==> src/rtl/vga_pkg.sv <==
// Shared VGA timing constants and types.
// The defaults give 640x480 @ 60 Hz at a 25 MHz pixel rate from a 50 MHz clk.
package vga_pkg;

    localparam int unsigned COORD_W = 10;

    localparam int unsigned H_VIS_DEF  = 640;
    localparam int unsigned H_FP_DEF   = 16;
    localparam int unsigned H_SYNC_DEF = 96;
    localparam int unsigned H_BP_DEF   = 48;
    localparam int unsigned V_VIS_DEF  = 480;
    localparam int unsigned V_FP_DEF   = 10;
    localparam int unsigned V_SYNC_DEF = 2;
    localparam int unsigned V_BP_DEF   = 33;

    typedef logic [COORD_W-1:0] coord_t;

    typedef struct packed {
        logic [7:0] r;
        logic [7:0] g;
        logic [7:0] b;
    } rgb_t;

    function automatic int unsigned period_total(input int unsigned vis, input int unsigned fp,
                                                 input int unsigned sync, input int unsigned bp);
        return vis + fp + sync + bp;
    endfunction

    localparam int unsigned H_TOTAL_DEF = period_total(H_VIS_DEF, H_FP_DEF, H_SYNC_DEF, H_BP_DEF);
    localparam int unsigned V_TOTAL_DEF = period_total(V_VIS_DEF, V_FP_DEF, V_SYNC_DEF, V_BP_DEF);

endpackage

==> src/rtl/mod_counter.sv <==
// Modulo-N counter with enable; wrap is high on the enabled cycle that returns to 0.
module mod_counter
    import vga_pkg::*;
#(
    parameter int unsigned N = H_TOTAL_DEF
) (
    input  logic               clk,
    input  logic               rst_n,
    input  logic               en,
    output logic [COORD_W-1:0] count,
    output logic               wrap
);

    localparam coord_t LAST = coord_t'(N - 1);

    assign wrap = en && (count == LAST);

    always_ff @(posedge clk or negedge rst_n) begin
        if (!rst_n) begin
            count <= '0;
        end else if (en) begin
            count <= wrap ? '0 : count + 1'b1;
        end
    end

endmodule

==> src/rtl/vga_timing_gen.sv <==
// VGA pixel-timing generator and registered output stage.
// Colour, syncs and blanking for pixel (h,v) all update on the edge that advances past h.
module vga_timing_gen
    import vga_pkg::*;
#(
    parameter int unsigned H_VIS  = H_VIS_DEF,
    parameter int unsigned H_FP   = H_FP_DEF,
    parameter int unsigned H_SYNC = H_SYNC_DEF,
    parameter int unsigned H_BP   = H_BP_DEF,
    parameter int unsigned V_VIS  = V_VIS_DEF,
    parameter int unsigned V_FP   = V_FP_DEF,
    parameter int unsigned V_SYNC = V_SYNC_DEF,
    parameter int unsigned V_BP   = V_BP_DEF
) (
    input  logic        clk,
    input  logic        rst_n,
    input  logic [23:0] rgb_in,
    output logic [9:0]  x,
    output logic [9:0]  y,
    output logic        pix_en,
    output logic        frame_start,
    output logic        vga_clk,
    output logic [7:0]  r,
    output logic [7:0]  g,
    output logic [7:0]  b,
    output logic        hsync_n,
    output logic        vsync_n,
    output logic        blank_n,
    output logic        sync_n
);

    // Both totals must fit the 10-bit counters (<= 1024).
    localparam int unsigned H_TOTAL = period_total(H_VIS, H_FP, H_SYNC, H_BP);
    localparam int unsigned V_TOTAL = period_total(V_VIS, V_FP, V_SYNC, V_BP);

    localparam coord_t H_VIS_C    = coord_t'(H_VIS);
    localparam coord_t V_VIS_C    = coord_t'(V_VIS);
    localparam coord_t HS_FIRST_C = coord_t'(H_VIS + H_FP);
    localparam coord_t HS_LAST_C  = coord_t'(H_VIS + H_FP + H_SYNC - 1);
    localparam coord_t VS_FIRST_C = coord_t'(V_VIS + V_FP);
    localparam coord_t VS_LAST_C  = coord_t'(V_VIS + V_FP + V_SYNC - 1);

    coord_t h;
    coord_t v;
    logic   h_wrap;
    logic   v_wrap;
    logic   visible;
    logic   hs;
    logic   vs;
    rgb_t   rgb_px;
    rgb_t   rgb_q;

    mod_counter #(.N(H_TOTAL)) u_hcnt (
        .clk   (clk),
        .rst_n (rst_n),
        .en    (pix_en),
        .count (h),
        .wrap  (h_wrap)
    );

    mod_counter #(.N(V_TOTAL)) u_vcnt (
        .clk   (clk),
        .rst_n (rst_n),
        .en    (h_wrap),
        .count (v),
        .wrap  (v_wrap)
    );

    assign visible = (h < H_VIS_C) && (v < V_VIS_C);
    assign hs      = (h >= HS_FIRST_C) && (h <= HS_LAST_C);
    assign vs      = (v >= VS_FIRST_C) && (v <= VS_LAST_C);
    assign rgb_px  = rgb_t'(rgb_in);

    // v_wrap already implies pix_en and h_wrap, so it marks the (0,0) return exactly.
    always_ff @(posedge clk or negedge rst_n) begin
        if (!rst_n) begin
            pix_en      <= 1'b0;
            vga_clk     <= 1'b0;
            frame_start <= 1'b0;
            hsync_n     <= 1'b1;
            vsync_n     <= 1'b1;
            blank_n     <= 1'b0;
            rgb_q       <= '0;
        end else begin
            pix_en      <= ~pix_en;
            vga_clk     <= ~pix_en;
            frame_start <= v_wrap;
            if (pix_en) begin
                hsync_n <= ~hs;
                vsync_n <= ~vs;
                blank_n <= visible;
                rgb_q   <= visible ? rgb_px : '0;
            end
        end
    end

    assign x      = h;
    assign y      = v;
    assign r      = rgb_q.r;
    assign g      = rgb_q.g;
    assign b      = rgb_q.b;
    assign sync_n = 1'b0;

endmodule

==> config.mk <==
export PLATFORM = sky130hd
export DESIGN_NAME = vga_timing_gen
export DESIGN_NICKNAME = d
export VERILOG_FILES = /design/src/rtl/vga_pkg.sv /design/src/rtl/mod_counter.sv /design/src/rtl/vga_timing_gen.sv
export SDC_FILE = /design/constraint.sdc
export NUM_CORES = 1
export LEC_CHECK = 0
export CAP_MARGIN = 10
export CORE_AREA = 2 2 72 74
export DETAILED_ROUTE_END_ITERATION = 6
export DIE_AREA = 0 0 74 76
export PLACE_DENSITY_LB_ADDON = 0.25
export SLEW_MARGIN = 20
export SYNTH_ARGS = -nofsm -noshare
export SYNTH_HDL_FRONTEND = slang
export SYNTH_SLANG_ARGS = --single-unit
==> constraint.sdc <==
create_clock -name clk -period 2.27 [get_ports clk]
set_input_delay 0.454 -clock clk [delete_from_list [all_inputs] [get_ports clk]]
set_output_delay 0.454 -clock clk [all_outputs]
set_load 0.01 [all_outputs]
After elaboration in Yosys (flattened, before gate mapping)
Cells that the tools add are included.
{"block": "totals", "out_inout_bits": 51, "word_cells": 31, "inputBits": 26, "regBits": 49}
{"block": "classes", "n_reduce_logical": 5, "order_cmp": 6, "add_sub_neg": 2, "n_bitwise": 3, "eq_ne": 2, "n_mux": 3}
{"operator": "24-bit 2-to-1 mux", "count": 1}
{"operator": "10-bit by 1-bit adder with 10-bit output, second input constant", "count": 2}
{"operator": "10-bit equality test, second input constant", "count": 2}
{"operator": "10-bit 2-to-1 mux", "count": 2}
{"operator": "10-bit greater-or-equal comparator, second input constant", "count": 1}
{"operator": "10-bit by 9-bit greater-or-equal comparator with 1-bit output, second input constant", "count": 1}
{"operator": "10-bit <= comparator, second input constant", "count": 1}
{"operator": "10-bit by 9-bit <= comparator with 1-bit output, second input constant", "count": 1}
{"operator": "10-bit < comparator, second input constant", "count": 1}
{"operator": "10-bit by 9-bit < comparator with 1-bit output, second input constant", "count": 1}
{"operator": "1-bit logical AND", "count": 5}
{"operator": "1-bit inverter", "count": 3}

Logic depth before layout (Yosys ltp)
{"block": "depth", "word_depth": 4, "depth_mapped": 6, "ltp_nobuf": 6}

By module
Synthesis repeated with hierarchy kept, for this count alone.
{"block": "unflattened", "cells_unflattened": 174, "hier_area_um2": 2175.8}
{"mod": "vga_timing_gen", "cells_per_inst": 75, "n_inst": 1, "area_per_inst_um2": 1104.8, "seq_area_each_um2": 728.2}
{"mod": "mod_counter (u_vcnt)", "cells_per_inst": 52, "n_inst": 1, "area_per_inst_um2": 544.3, "seq_area_each_um2": 250.2}
{"mod": "mod_counter (u_hcnt)", "cells_per_inst": 47, "n_inst": 1, "area_per_inst_um2": 526.8, "seq_area_each_um2": 250.2}

Worst setup path after synthesis
No wires, ideal clock.
{"block": "synth_timing", "path_type": "reg2reg", "from": "register u_hcnt.count[5]", "to": "register u_hcnt.count[9]", "path_buffers": 1, "path_stages_with_launch": 6, "synth_period_minus_slack_ns": 2.082, "required_time_ns": 2.139, "arrival_ns": 1.950, "setup_ns": 0.131, "path_slack_ns": 0.188, "cell_sequence": "dfrtp_1 or4b_1 buf_2 or3_4 o211a_1 or3_1"}
{"block": "synth_via", "elab_chain_cells": 3, "word_cells_on_any_way": 4, "cone_classes": "1 x add/sub; 1 x eq/ne; 1 x mux; 1 x reduce/logical"}
{"item": "from (decl)", "line": "mod_counter.sv:10", "text": "output logic [COORD_W-1:0] count,"}
{"item": "from (signal assigned)", "line": "mod_counter.sv:22", "text": "count <= wrap ? '0 : count + 1'b1;"}
{"item": "parallel branches: the longest is 2 deep, another holds 10-bit by 1-bit adder with 10-bit output"}
{"item": "10-bit 2-to-1 mux *", "line": "mod_counter.sv:22"}
Mark *: on every way between the ends.
A chain may end at the register's enable or synchronous reset.

Worst setup path in the final report
{"block": "layout_timing", "from": "register u_hcnt.count[6]", "to": "register u_hcnt.count[9]"}
The elaborated chain is that of the path after synthesis.

==> out/qor.txt <==
nets = 286
TritonCTS clock tree = yes
CP Class = register to register
peak supply drop = 0.330 mV
Final Hold Fails = 0
max incr delay on CP = 0.60 ns
Max Cap Viol = 0
worst clock skew = 0.00695 ns
synthesis-to-finish area growth = 47.6%
slew margin rel. = 59.9%
worst-path maximum fanout = 6
Bufs on Longest Clock Path = 2
first-pass GRT wire length = 7800 um
Total GRT Usage = 17.7%
final setup fails = 0
post-route antenna net violation count = 0
post-synthesis sequential area ratio = 59.6%
# resized after CTS = 0
status = completed
Synth top cells by count = dfrtp_1, a22o_1, nand3_1, nor2_1, xnor2_1
die span in x = 74 um
total core area = 4910 um^2
ys flop type = dfrtp_1
Post-synth EDFFs = 0
Iteration-0 DRC Markers = 96
largest net degree at the start of global routing = 50
Post-Syn Area = 2060 um^2
final core occ = 62.0%
Lkg Pwr = 1.36 nW
Crit-path slowest cell = or4b_1
critical path required time = 2.46 ns
Clk pin slew, worst setup/hold paths = 0.09 ns
Ports = 77
Hold Path Class = primary input to async pin
Final min period = 2.04 ns
pwr dens = 518 nW/um^2
Tot Pwr = 1.58 mW
Cell Rows = 26
Num CTS Buffers = 5
Total Wirelength = 4620 um
Final Max Tran Viols = 0
Startpoint Class = register
I/O Buffers = 75
RePlAce Congestion = 0.760
asr flop ratio synth = 100%
cell chain of the critical path = or4b_1 > or3_4 > o211a_1 > or3_1
initial antenna violation count = 0
post-synth top area cell = dfrtp_1
measured slew at the worst slew-check pin = 0.601 ns
Vias = 1632
CTS Hold Buffers Added = 0
DR vias/cell = 4.99
hpwl dp = 3270 um
RSZ-0062 raised after global routing = false
drt pass-1 iters = 4
Worst setup EP type = register
period utilization = 90.0%
Synth Instances = 171
layout cells sized above 1 = 10.1%
Avg Cell Area, Syn = 12.1 um^2
total grt overflow = 0
fmax = 489 MHz
detailed-route wire length per cell = 14.1 um
vias in the first global route = 1688
setup TNS = 0 ns
Post-Syn Nets = 201
# diodes = 0
top-count cell post-synth = dfrtp_1
worst-skew pair later-pin latency = 0.30 ns
Initial Util = 42.0%
Die Height = 76 um
# Post-CTS Setup Buffers = 0
Netlist cell types = 35
CTS root buffer = clkbuf_8
WP data arrival = 2.23 ns
Clock Sink Count = 49
DRC Markers = 0
Synth top area share = 57.0%
die area = 5620 um^2
htree depth = 2
Area contributors post-synth = dfrtp_1, a22o_1, xnor2_1, nand3_1, dfstp_2
flops & latches, synth = 49
yosys warns = 0
[final cells by class]
type	instances	area [um^2]
clock inverter	2	13.8
multi-input combinational	108	781
sequential	49	1230
tap	70	87.6
inverter	6	22.5
fill	410	1870
timing repair buffer	86	828
clock buffer	6	82.6
[through the flow]
step                      hold slack [ns]  std cells  setup slack (ns)  instance area [um^2]
final                               0.238        327             0.226                  3040
after CTS                           0.263        327             0.214                  3040
after global placement              0.470        319             0.260                  2950
after detailed placement            0.473        319             0.224                  2950
after global routing                0.291        327             0.158                  3040
after floorplan                     0.158        171             0.188                  2060
[per-layer routing]
layer	wire, um	track usage (%)	vias to the layer above	part of all wire, %
met5	0	0	-	0
met4	87	7.45	0	1.9
met3	383	5.95	9	8.3
met2	2120	26.3	60	46
met1	2020	23.6	771	44
li1	-	-	792	-
[cell usage in the layout (no fill, tap or decap), types with 2 or more instances in the layout]
cell type,count
a41oi_1,2
clkbuf_8,6
nand4_1,4
dfrtp_1,47
and3_1,4
xor2_1,3
xnor2_1,10
nor4_1,4
ha_1,4
nor2_1,12
o21ai_0,6
dfstp_2,2
a22o_1,24
nand3_1,12
clkdlybuf4s50_1,74
nand2_1,4
buf_4,11
inv_1,5
nor4b_1,2
nor3_1,3
[critical path, delay by kind of cell, from the launching register on]
kind,cells,cell delay (ns)
flip-flops,1,0.44
AND/OR/NAND/NOR,3,1.38
AO/OA/AOI/OAI,1,0.11
[flip-flops by register name (all words and copies together) (netlist names), 8 cells and up]
signal,cells
b,8
g,8
r,8
u_hcnt.count,10
u_vcnt.count,10
[power by group]
part           leakage (nW)  total, mW  switching (mW)  internal, mW
sequential            0.602      0.907          0.0127         0.894
clock                0.0512      0.535           0.287         0.247
combinational         0.707      0.135          0.0467        0.0881
[kinds of logic (layout without fill, tap and decap cells)]
| kind of cell | after synthesis | after routing | share of synthesized area, % |
|---|---|---|---|
| buffers and inverters | 14 | 100 | 2.97 |
| AOI/OAI and AO/OA | 36 | 36 | 14.1 |
| other | 1 | 1 | 0.182 |
| DFF | 49 | 49 | 59.6 |
| and+or+nand+nor | 54 | 54 | 15.2 |
| xor gates and xnor gates | 13 | 13 | 5.52 |
| adders and majority gates | 4 | 4 | 2.43 |
[worst paths after layout]
kind	startpoint	endpoint	slack (ns)	cells after the start
max	u_hcnt.count[6]	u_hcnt.count[9]	0.23	4
min	rst_n	u_vcnt.count[1]	0.24	2
max reg2reg	u_hcnt.count[6]	u_hcnt.count[9]	0.23	4
min reg2reg	blank_n	blank_n	0.49	1
max in group asynchronous	rst_n	u_hcnt.count[2]	1.62	2
min in group clk	blank_n	blank_n	0.49	1
Note: power is estimated with default switching activity, not from simulation.
